[src/rtl/instr_encoder_loader.sv]
// Packs opcode/ALU-mode/label/operand fields into 16-bit instruction words and streams them into instruction memory.
// Optional build macro ENC_CHECKSUM_EN enables a running XOR checksum of committed words.
module instr_encoder_loader #(
    parameter int AW = 8
) (
    input  logic          clk,
    input  logic          rst,
    input  logic          start,
    input  logic [AW-1:0] base_addr,
    input  logic [AW:0]   length,
    input  logic          in_valid,
    output logic          in_ready,
    input  logic [2:0]    in_opcode,
    input  logic [1:0]    in_alu_sel,
    input  logic [3:0]    in_label,
    input  logic [12:0]   in_fields,
    output logic          mem_we,
    output logic [AW-1:0] mem_addr,
    output logic [15:0]   mem_wdata,
    output logic          busy,
    output logic          done,
    output logic          err,
    output logic [AW:0]   words_written,
    output logic [15:0]   checksum
);

    typedef enum logic [1:0] {
        S_IDLE,
        S_LOAD,
        S_FIN
    } state_t;

    state_t        state_q, state_d;
    logic [AW-1:0] addr_q, addr_d;
    logic [AW:0]   len_q, len_d;
    logic [AW:0]   ww_q, ww_d;
    logic          we_q, we_d;
    logic [AW-1:0] maddr_q, maddr_d;
    logic [15:0]   wdata_q, wdata_d;
    logic          err_q, err_d;

    logic [15:0]   enc;
    logic          enc_ok;
    logic          ready;
    logic          accept;
    logic          commit;
    logic          session_open;

    always_comb begin
        enc    = '0;
        enc_ok = 1'b0;
        unique case (in_alu_sel)
            2'b00: begin
                enc    = {in_opcode, in_fields[12:0]};
                enc_ok = 1'b1;
            end
            2'b01: begin
                enc    = {in_opcode, in_label, in_fields[8:0]};
                enc_ok = 1'b1;
            end
            2'b10: begin
                // I-form stores only label[3:1]; an odd label cannot round-trip
                enc    = {in_opcode, in_fields[9:0], in_label[3:1]};
                enc_ok = ~in_label[0];
            end
            default: begin
                enc    = '0;
                enc_ok = 1'b0;
            end
        endcase
    end

    assign ready        = (state_q == S_LOAD) && (ww_q != len_q);
    assign accept       = ready && in_valid;
    assign commit       = accept && enc_ok;
    assign session_open = (state_q == S_IDLE) && start;

    always_comb begin
        state_d = state_q;
        addr_d  = addr_q;
        len_d   = len_q;
        ww_d    = ww_q;
        we_d    = 1'b0;
        maddr_d = maddr_q;
        wdata_d = wdata_q;
        err_d   = err_q;
        unique case (state_q)
            S_IDLE: begin
                if (start) begin
                    addr_d  = base_addr;
                    len_d   = length;
                    ww_d    = '0;
                    err_d   = 1'b0;
                    state_d = (length == '0) ? S_FIN : S_LOAD;
                end
            end
            S_LOAD: begin
                if (accept) begin
                    if (enc_ok) begin
                        we_d    = 1'b1;
                        maddr_d = addr_q;
                        wdata_d = enc;
                        addr_d  = addr_q + 1'b1;
                        ww_d    = ww_q + 1'b1;
                    end else begin
                        err_d = 1'b1;
                    end
                end
                // Count reaches length at the final accept; leave after its write cycle
                if (ww_q == len_q) begin
                    state_d = S_FIN;
                end
            end
            S_FIN: begin
                state_d = S_IDLE;
            end
            default: begin
                state_d = S_IDLE;
            end
        endcase
    end

    always_ff @(posedge clk) begin
        if (rst) begin
            state_q <= S_IDLE;
            addr_q  <= '0;
            len_q   <= '0;
            ww_q    <= '0;
            we_q    <= 1'b0;
            maddr_q <= '0;
            wdata_q <= '0;
            err_q   <= 1'b0;
        end else begin
            state_q <= state_d;
            addr_q  <= addr_d;
            len_q   <= len_d;
            ww_q    <= ww_d;
            we_q    <= we_d;
            maddr_q <= maddr_d;
            wdata_q <= wdata_d;
            err_q   <= err_d;
        end
    end

    assign in_ready      = ready;
    assign mem_we        = we_q;
    assign mem_addr      = maddr_q;
    assign mem_wdata     = wdata_q;
    assign busy          = (state_q == S_LOAD);
    assign done          = (state_q == S_FIN);
    assign err           = err_q;
    assign words_written = ww_q;

`ifdef ENC_CHECKSUM_EN
    logic [15:0] csum_q, csum_d;

    always_comb begin
        csum_d = csum_q;
        if (session_open) begin
            csum_d = '0;
        end else if (commit) begin
            csum_d = csum_q ^ enc;
        end
    end

    always_ff @(posedge clk) begin
        if (rst) begin
            csum_q <= '0;
        end else begin
            csum_q <= csum_d;
        end
    end

    assign checksum = csum_q;
`else
    logic unused_ok;
    assign unused_ok = session_open ^ commit;
    assign checksum  = 16'h0000;
`endif

endmodule

[config.mk]
export PLATFORM = sky130hd
export DESIGN_NAME = instr_encoder_loader
export DESIGN_NICKNAME = d
export VERILOG_FILES = /design/src/rtl/instr_encoder_loader.sv
export SDC_FILE = /design/constraint.sdc
export NUM_CORES = 1
export LEC_CHECK = 0
export CORE_MARGIN = 2
export CORE_UTILIZATION = 40
export DETAILED_ROUTE_END_ITERATION = 10
export GPL_ROUTABILITY_DRIVEN = 1
export MAX_ROUTING_LAYER = met4
export PLACE_DENSITY = 0.75
export SYNTH_ARGS = -nofsm -noshare
export SYNTH_HDL_FRONTEND = slang
export SYNTH_SLANG_ARGS = --single-unit
export TNS_END_PERCENT = 20
[constraint.sdc]
create_clock -name clk -period 1.98 [get_ports clk]
set_clock_uncertainty 0.2 [all_clocks]
set_input_delay 0.297 -clock clk [delete_from_list [all_inputs] [get_ports clk]]
set_output_delay 0.297 -clock clk [all_outputs]
set_load 0.01 [all_outputs]
==> impl_results.md, run 1 <==
- Status: finished, violations left
- Violated checks: setup timing
- Wire length of the first global-routing pass: 12600 um
- Cells along the critical path: xnor2_2 > nand3_2 > buf_6 > buf_6 > o31ai_4 > buf_6 > buf_6 > o41ai_1 > mux2i_1
- Bufs on Longest Clock Path: 2
- Core area: 0.00679 mm^2
- Hold WS: 251 ps
- Routed length per instance: 15.3 um
- RSZ-0062 raised after global routing: yes
- X dimension of the die: 87.8 um
- # Max-Cap Violations: 0
- Skew-Pair Late Insertion Delay: 310 ps
- Warnings, synthesis: 0
- Design area: 0.00429 mm^2
- Fraction of synthesis flops using an asynchronous set or reset pin: 0
- Final Core Density: 0.631
- Row count: 30
- Clock input transition at the sequential cells of the worst setup and hold paths: 90 ps
- Antenna diode instance count: 0
- Library cell used as clock root buffer: sky130_fd_sc_hd__clkbuf_8
- Net count of the finished layout: 492
- Final Max Slew Viols: 0
- Final-report setup violation count: 13
- Sequential area share after synthesis: 0.385
- Pin count of the biggest net entering global routing: 23
- Leakage dissipation: 1.58 nW
- Global route overflow: 0
- Main synth FF type: sky130_fd_sc_hd__dfxtp_1
- Kind of critical path: reg -> reg
- Count of non-filler cells in the finished layout: 543
- Final Wtd Congestion: 0.882
- Type of the most critical hold path: reg -> reg
- HPWL after detailed placement: 5900 um
- GRT Util Overall: 0.211
- Number of levels the H-tree was split into: 2
- Final setup TNS: -308 ps
- Die area: 0.00770 mm^2
- Via count of the first global-routing pass: 2594
- Achievable clock frequency: 0.488 GHz
- Worst reg2reg path endpoint: words_written[7]
- Number of DRC violations after detailed routing: 0
- Number of ports placed on the die boundary: 97
- Worst setup margin: -68.9 ps
- Delay of the slowest critical-path stage: 390 ps
- Iteration count of the initial detailed-routing pass: 4
- Layout cells sized above 1: 0.233
- Yosys cell types: 49
- Data arrival time of the worst path: 2030 ps
- Worst slack after detailed placement: -383 ps
- Per-instance average area after synthesis: 8.45 um^2
- Initial Util: 0.413
- Worst reg-to-reg path cell count: 9
- Standard cell with the maximum stage delay on the critical path: sky130_fd_sc_hd__o41ai_1
- Number of nets with antenna violations after detailed routing: 0
- Peak supply drop: 0.000309 V
- Placement-stage cell area: 0.00392 mm^2
- Max Fanout on Critical Path: 7
- Worst setup SP type: flip-flop
- Count of input and output buffers: 80
- Number of instances in the synthesized netlist: 332
- Total via count after detailed routing: 2918
- CP most frequent cell: sky130_fd_sc_hd__buf_6
- Cell Count Post-Placement: 530
- Crit Reg-Reg Startpoint: words_written[2]
- Number of register bits inferred by synthesis: 54
- Minimum clock period: 2050 ps
- Clock tree from TritonCTS: yes
- Number of CTS-inserted buffers: 5
- Antenna violations before repair: 0
- # clock sinks: 54
- Die span in y: 87.8 um
- Synthesis-to-layout area growth: 52.7%
- Post-layout total power: 2.62 mW
- Post-DR vias/cell: 5.37
- Endpoint kind of the worst setup timing path: flip-flop
- Number of enable flip-flop cells after synthesis: 0
- Starting DRT DRC Count: 151
- Cell area after synthesis: 0.00281 mm^2
- Final cycle utilization of the critical path: 1.03
- Crit path from: words_written[2]
- CP Data Required Time: 1960 ps
- Overall routed net length: 8320 um
- Worst-case register-to-register setup slack: -70 ps
- P per Cell Area: 611 mW/mm^2
- Final hold vios: 0
- Last element of the critical path: words_written[7]
[synth_stat cells, drive strengths merged (9+ instances only)]
cell type | count | area share
nor2 | 28 | 0.038
clkbuf | 15 | 0.021
nand3 | 16 | 0.029
dfxtp | 54 | 0.39
buf | 22 | 0.055
mux2i | 14 | 0.050
xnor2 | 9 | 0.028
a21oi | 41 | 0.073
nand2 | 15 | 0.020
a211oi | 18 | 0.048
o21ai | 15 | 0.028
nor2b | 13 | 0.029
[cell type report]
| class | count | area (um^2) |
|---|---|---|
| Inverter | 4 | 16.3 |
| Fill cell | 554 | 2510 |
| Sequential cell | 54 | 1100 |
| Multi-Input combinational cell | 252 | 1740 |
| Tap cell | 96 | 120 |
| Clock buffer | 7 | 76.3 |
| Timing Repair Buffer | 130 | 1230 |
[state kept, by name, indices dropped and copies added (netlist names)]
register and flops:
words_written 9, state_q 2, len_q 9, err 1
mem_addr 8, mem_we 1, addr_q 8, mem_wdata 16
[routing by layer]
| layer | GRT usage | part of all wire | vias to the layer above |
|---|---|---|---|
| met3 | 0.0320 | 0.048 | 6 |
| li1 | - | - | 1421 |
| met5 | - | 0 | - |
| met4 | 0.0490 | 0.014 | 0 |
| met1 | 0.280 | 0.44 | 1399 |
| met2 | 0.340 | 0.50 | 92 |
[report_power, final]
| part | internal, mW | switching, mW | leakage [nW] |
|---|---|---|---|
| logic | 0.414 | 0.422 | 1.09 |
| registers | 1.15 | 0.0530 | 0.445 |
| clock network | 0.245 | 0.341 | 0.0383 |
| total | 1.80 | 0.816 | 1.58 |
[critical path, delay by kind of cell (launching register included)]
kind / cells / cell delay, ps
buf+inv: 4 / 490
simple gates: 1 / 130
mux: 1 / 130
xor+xnor: 1 / 140
compound gates: 2 / 460
flops: 1 / 370
[cells in the final DEF, fill, tap and decap left out, types with 3 or more instances in the layout]
master | netlist | routed
sky130_fd_sc_hd__a211oi_2 | 0 | 13
sky130_fd_sc_hd__dlygate4sd2_1 | 0 | 3
sky130_fd_sc_hd__nor2b_1 | 13 | 13
sky130_fd_sc_hd__or3_1 | 6 | 5
sky130_fd_sc_hd__dfxtp_1 | 54 | 43
sky130_fd_sc_hd__nand4_1 | 3 | 3
sky130_fd_sc_hd__a22oi_1 | 4 | 3
sky130_fd_sc_hd__a211oi_1 | 18 | 5
sky130_fd_sc_hd__nor3_1 | 7 | 6
sky130_fd_sc_hd__xnor2_1 | 9 | 5
sky130_fd_sc_hd__o31ai_1 | 5 | 5
sky130_fd_sc_hd__conb_1 | 1 | 16
sky130_fd_sc_hd__buf_6 | 1 | 13
sky130_fd_sc_hd__nand2_1 | 15 | 15
sky130_fd_sc_hd__a21oi_1 | 41 | 41
sky130_fd_sc_hd__nand4b_1 | 3 | 3
sky130_fd_sc_hd__buf_4 | 16 | 36
sky130_fd_sc_hd__inv_1 | 3 | 3
sky130_fd_sc_hd__o21ai_1 | 2 | 10
sky130_fd_sc_hd__and3_1 | 4 | 4
sky130_fd_sc_hd__mux2i_1 | 14 | 14
sky130_fd_sc_hd__clkdlybuf4s50_1 | 0 | 75
sky130_fd_sc_hd__o32ai_1 | 4 | 4
sky130_fd_sc_hd__nor2_1 | 27 | 26
sky130_fd_sc_hd__xnor2_2 | 0 | 4
sky130_fd_sc_hd__clkbuf_8 | 0 | 5
sky130_fd_sc_hd__o311ai_1 | 0 | 5
sky130_fd_sc_hd__dfxtp_2 | 0 | 9
sky130_fd_sc_hd__o21ai_0 | 12 | 3
sky130_fd_sc_hd__nand3_1 | 16 | 14
[logic make-up after synthesis]
family | synth area share
AND/OR/NAND/NOR | 0.195
AO/OA/AOI/OAI | 0.251
flip-flops | 0.385
buffers and inverters | 0.0811
multiplexers | 0.0499
XOR/XNOR | 0.0281
adder cells (fa/ha/maj) | 0.00892
other | 0.00134
[how the worst min path moves through the flow]
stage,start,end,depth (start not counted)
detailed placement,mem_wdata[12],mem_wdata[12],2
floorplan,length[5],len_q[5],2
CTS,mem_wdata[12],mem_wdata[12],2
finish,mem_wdata[12],mem_wdata[12],2
global route,mem_wdata[12],mem_wdata[12],2
global placement,mem_wdata[12],mem_wdata[12],2
[what timing repair did]
action,CTS,global route
hold buffers,0,0
pin swaps,8,21
setup endpoints to repair,12,40
buffers inserted,3,2
gates resized for setup,15,64
gates cloned,0,1
Note: power is estimated with default switching activity, not from simulation.
==> inputs of run 2 (changes only) <==
--- a/config.mk
+++ b/config.mk
@@ -5,8 +5,10 @@
 export SDC_FILE = /design/constraint.sdc
 export NUM_CORES = 1
 export LEC_CHECK = 0
+export CORE_ASPECT_RATIO = 0.7
 export CORE_MARGIN = 2
 export CORE_UTILIZATION = 40
+export CTS_BUF_LIST = sky130_fd_sc_hd__clkbuf_4
 export DETAILED_ROUTE_END_ITERATION = 10
 export GPL_ROUTABILITY_DRIVEN = 1
 export MAX_ROUTING_LAYER = met4
==> impl_results.md, run 2 (synthesized netlist as in run 1, its figures left out) <==
- GRT Util Overall: 0.213
- Die span in y: 74.1 um
- Worst-case register-to-register setup slack: -20 ps
- Die area: 0.00771 mm^2
- Endpoint kind of the worst setup timing path: flip-flop
- Layout cells sized above 1: 0.250
- RSZ-0062 raised after global routing: yes
- Antenna diode instance count: 0
- Achievable clock frequency: 0.498 GHz
- Number of ports placed on the die boundary: 97
- Number of CTS-inserted buffers: 5
- Overall routed net length: 8220 um
- Worst setup margin: -30.0 ps
- Worst setup SP type: input pin
- Wire length of the first global-routing pass: 13000 um
- Crit Reg-Reg Startpoint: words_written[7]
- Crit path from: in_alu_sel[0]
- HPWL after detailed placement: 5990 um
- Number of DRC violations after detailed routing: 0
- Global route overflow: 0
- Minimum clock period: 2010 ps
- Multi-input gate area in the final layout: 0.00174 mm^2
- # clock sinks: 54
- Post-DR vias/cell: 5.27
- # Max-Cap Violations: 0
- Global routing usage on met3: 0.0517
- Hold WS: 283 ps
- Worst reg-to-reg path cell count: 11
- Final cycle utilization of the critical path: 1.02
- Most utilized layer in the global route result: met2
- Met2 track demand over resource: 0.334
- Net count of the finished layout: 496
- Kind of critical path: in -> reg
- Core area: 0.00676 mm^2
- X dimension of the die: 104 um
- Iteration count of the initial detailed-routing pass: 4
- Worst slack after detailed placement: -395 ps
- Leakage dissipation: 1.63 nW
- Routed length per instance: 15.0 um
- Leading cell types in the layout, fill and taps excluded: 74 x sky130_fd_sc_hd__clkdlybuf4s50_1, 48 x sky130_fd_sc_hd__buf_4, 41 x sky130_fd_sc_hd__dfxtp_1, 40 x sky130_fd_sc_hd__a21oi_1, 26 x sky130_fd_sc_hd__nor2_1
- Count of input and output buffers: 80
- Skew-Pair Late Insertion Delay: 370 ps
- Status: finished, violations left
- Hold_buf cts: 0
- Final-report setup violation count: 3
- Met1 demand-to-capacity share in global routing: 0.290
- Row count: 25
- Synthesis-to-layout area growth: 51.9%
- Hold wc startpoint: mem_wdata[12]
- Violated checks: setup timing
- Peak supply drop: 0.000359 V
- # fillers: 598
- Final hold vios: 0
- Worst reg2reg path endpoint: state_q[1]
- Bufs on Longest Clock Path: 2
- Clock tree from TritonCTS: yes
- Pin count of the biggest net entering global routing: 23
- Data arrival time of the worst path: 2120 ps
- Clock input transition at the sequential cells of the worst setup and hold paths: 160 ps
- Type of the most critical hold path: reg -> reg
- Final Wtd Congestion: 0.831
- Total via count after detailed routing: 2879
- Antenna violations before repair: 0
- Starting DRT DRC Count: 144
- Last element of the critical path: words_written[6]
- P per Cell Area: 589 mW/mm^2
- Register cell area after layout: 0.00110 mm^2
- Commonest non-fill, non-tap cell in the layout: sky130_fd_sc_hd__clkdlybuf4s50_1
- Library cell used as clock root buffer: sky130_fd_sc_hd__clkbuf_4
- Max Fanout on Critical Path: 4
- Final Max Slew Viols: 0
- CP Data Required Time: 2090 ps
- Via count of the first global-routing pass: 2729
- Number of nets with antenna violations after detailed routing: 0
- Max FFs per register: 16
- Initial Util: 0.415
- Number of levels the H-tree was split into: 2
-- run 2: changes by cell type in the layout (fill, tap and decap cells not counted), moves of 4 or more --
cell | before | now
sky130_fd_sc_hd__buf_4 | 36 | 48
sky130_fd_sc_hd__buf_6 | 13 | 5
sky130_fd_sc_hd__clkbuf_4 | 0 | 6
sky130_fd_sc_hd__clkbuf_8 | 5 | 0
sky130_fd_sc_hd__o21ai_0 | 3 | 10
sky130_fd_sc_hd__o21ai_1 | 10 | 3
sky130_fd_sc_hd__o311ai_0 | 0 | 4
sky130_fd_sc_hd__o311ai_1 | 5 | 1
-- run 2: what timing repair did --
action                     in CTS  in global routing
pin swaps                       4                 17
gates resized for setup        16                 44
setup endpoints to repair      12                 46
setup buffers                   5                  3
-- run 2: how the worst min path moves through the flow --
stage | endpoint | slack, ps | cells past startpoint
3_5_place_dp | mem_wdata[12] | 270 | 2
6_report | mem_wdata[12] | 280 | 2
5_1_grt | mem_wdata[14] | 300 | 3
4_1_cts | mem_wdata[12] | 290 | 2
2_1_floorplan | len_q[5] | 240 | 2
3_3_place_gp | mem_wdata[12] | 260 | 2
-- run 2: cell type report --
type / instances / share of cell area
timing repair buffer: 134 / 0.290
clock buffer: 6 / 0.0106
inverter: 4 / 0.00381
sequential: 54 / 0.259
clock inverter: 2 / 0.00205
tap: 94 / 0.0276
multi-input combinational: 252 / 0.407
-- run 2: report_power, final --
group | internal (mW) | total, mW | switching (mW)
clock network | 0.148 | 0.487 | 0.338
logic | 0.416 | 0.828 | 0.411
registers | 1.15 | 1.20 | 0.0515
-- run 2: layer usage --
layer	wire, um	share of wire
met1	3960	0.48
met2	3700	0.45
met3	525	0.064
met4	21	0.0026
met5	0	0
-- run 2: worst max-delay path, stage by stage --
cell and delay (ps):
sky130_fd_sc_hd__clkdlybuf4s50_1 440, sky130_fd_sc_hd__o21a_4 250, sky130_fd_sc_hd__a211o_4 340, sky130_fd_sc_hd__or3_1 310
sky130_fd_sc_hd__or3_1 320, sky130_fd_sc_hd__a31oi_1 160
-- run 2: stage by stage --
step | area [um^2] | total power [mW] | util | TNS [ps] | instances
6_report | 4260 | 2.51 | 0.631 | -58.7 | 546
5_1_grt | 4260 | 2.63 | 0.631 | -1070 | 546
4_1_cts | 4070 | 2.44 | 0.602 | -95.8 | 543
3_5_place_dp | 3940 | 1.92 | 0.583 | -6610 | 530
3_3_place_gp | 3940 | 1.91 | 0.583 | -5650 | 530
2_1_floorplan | 2870 | 1.60 | - | -17.9 | 347
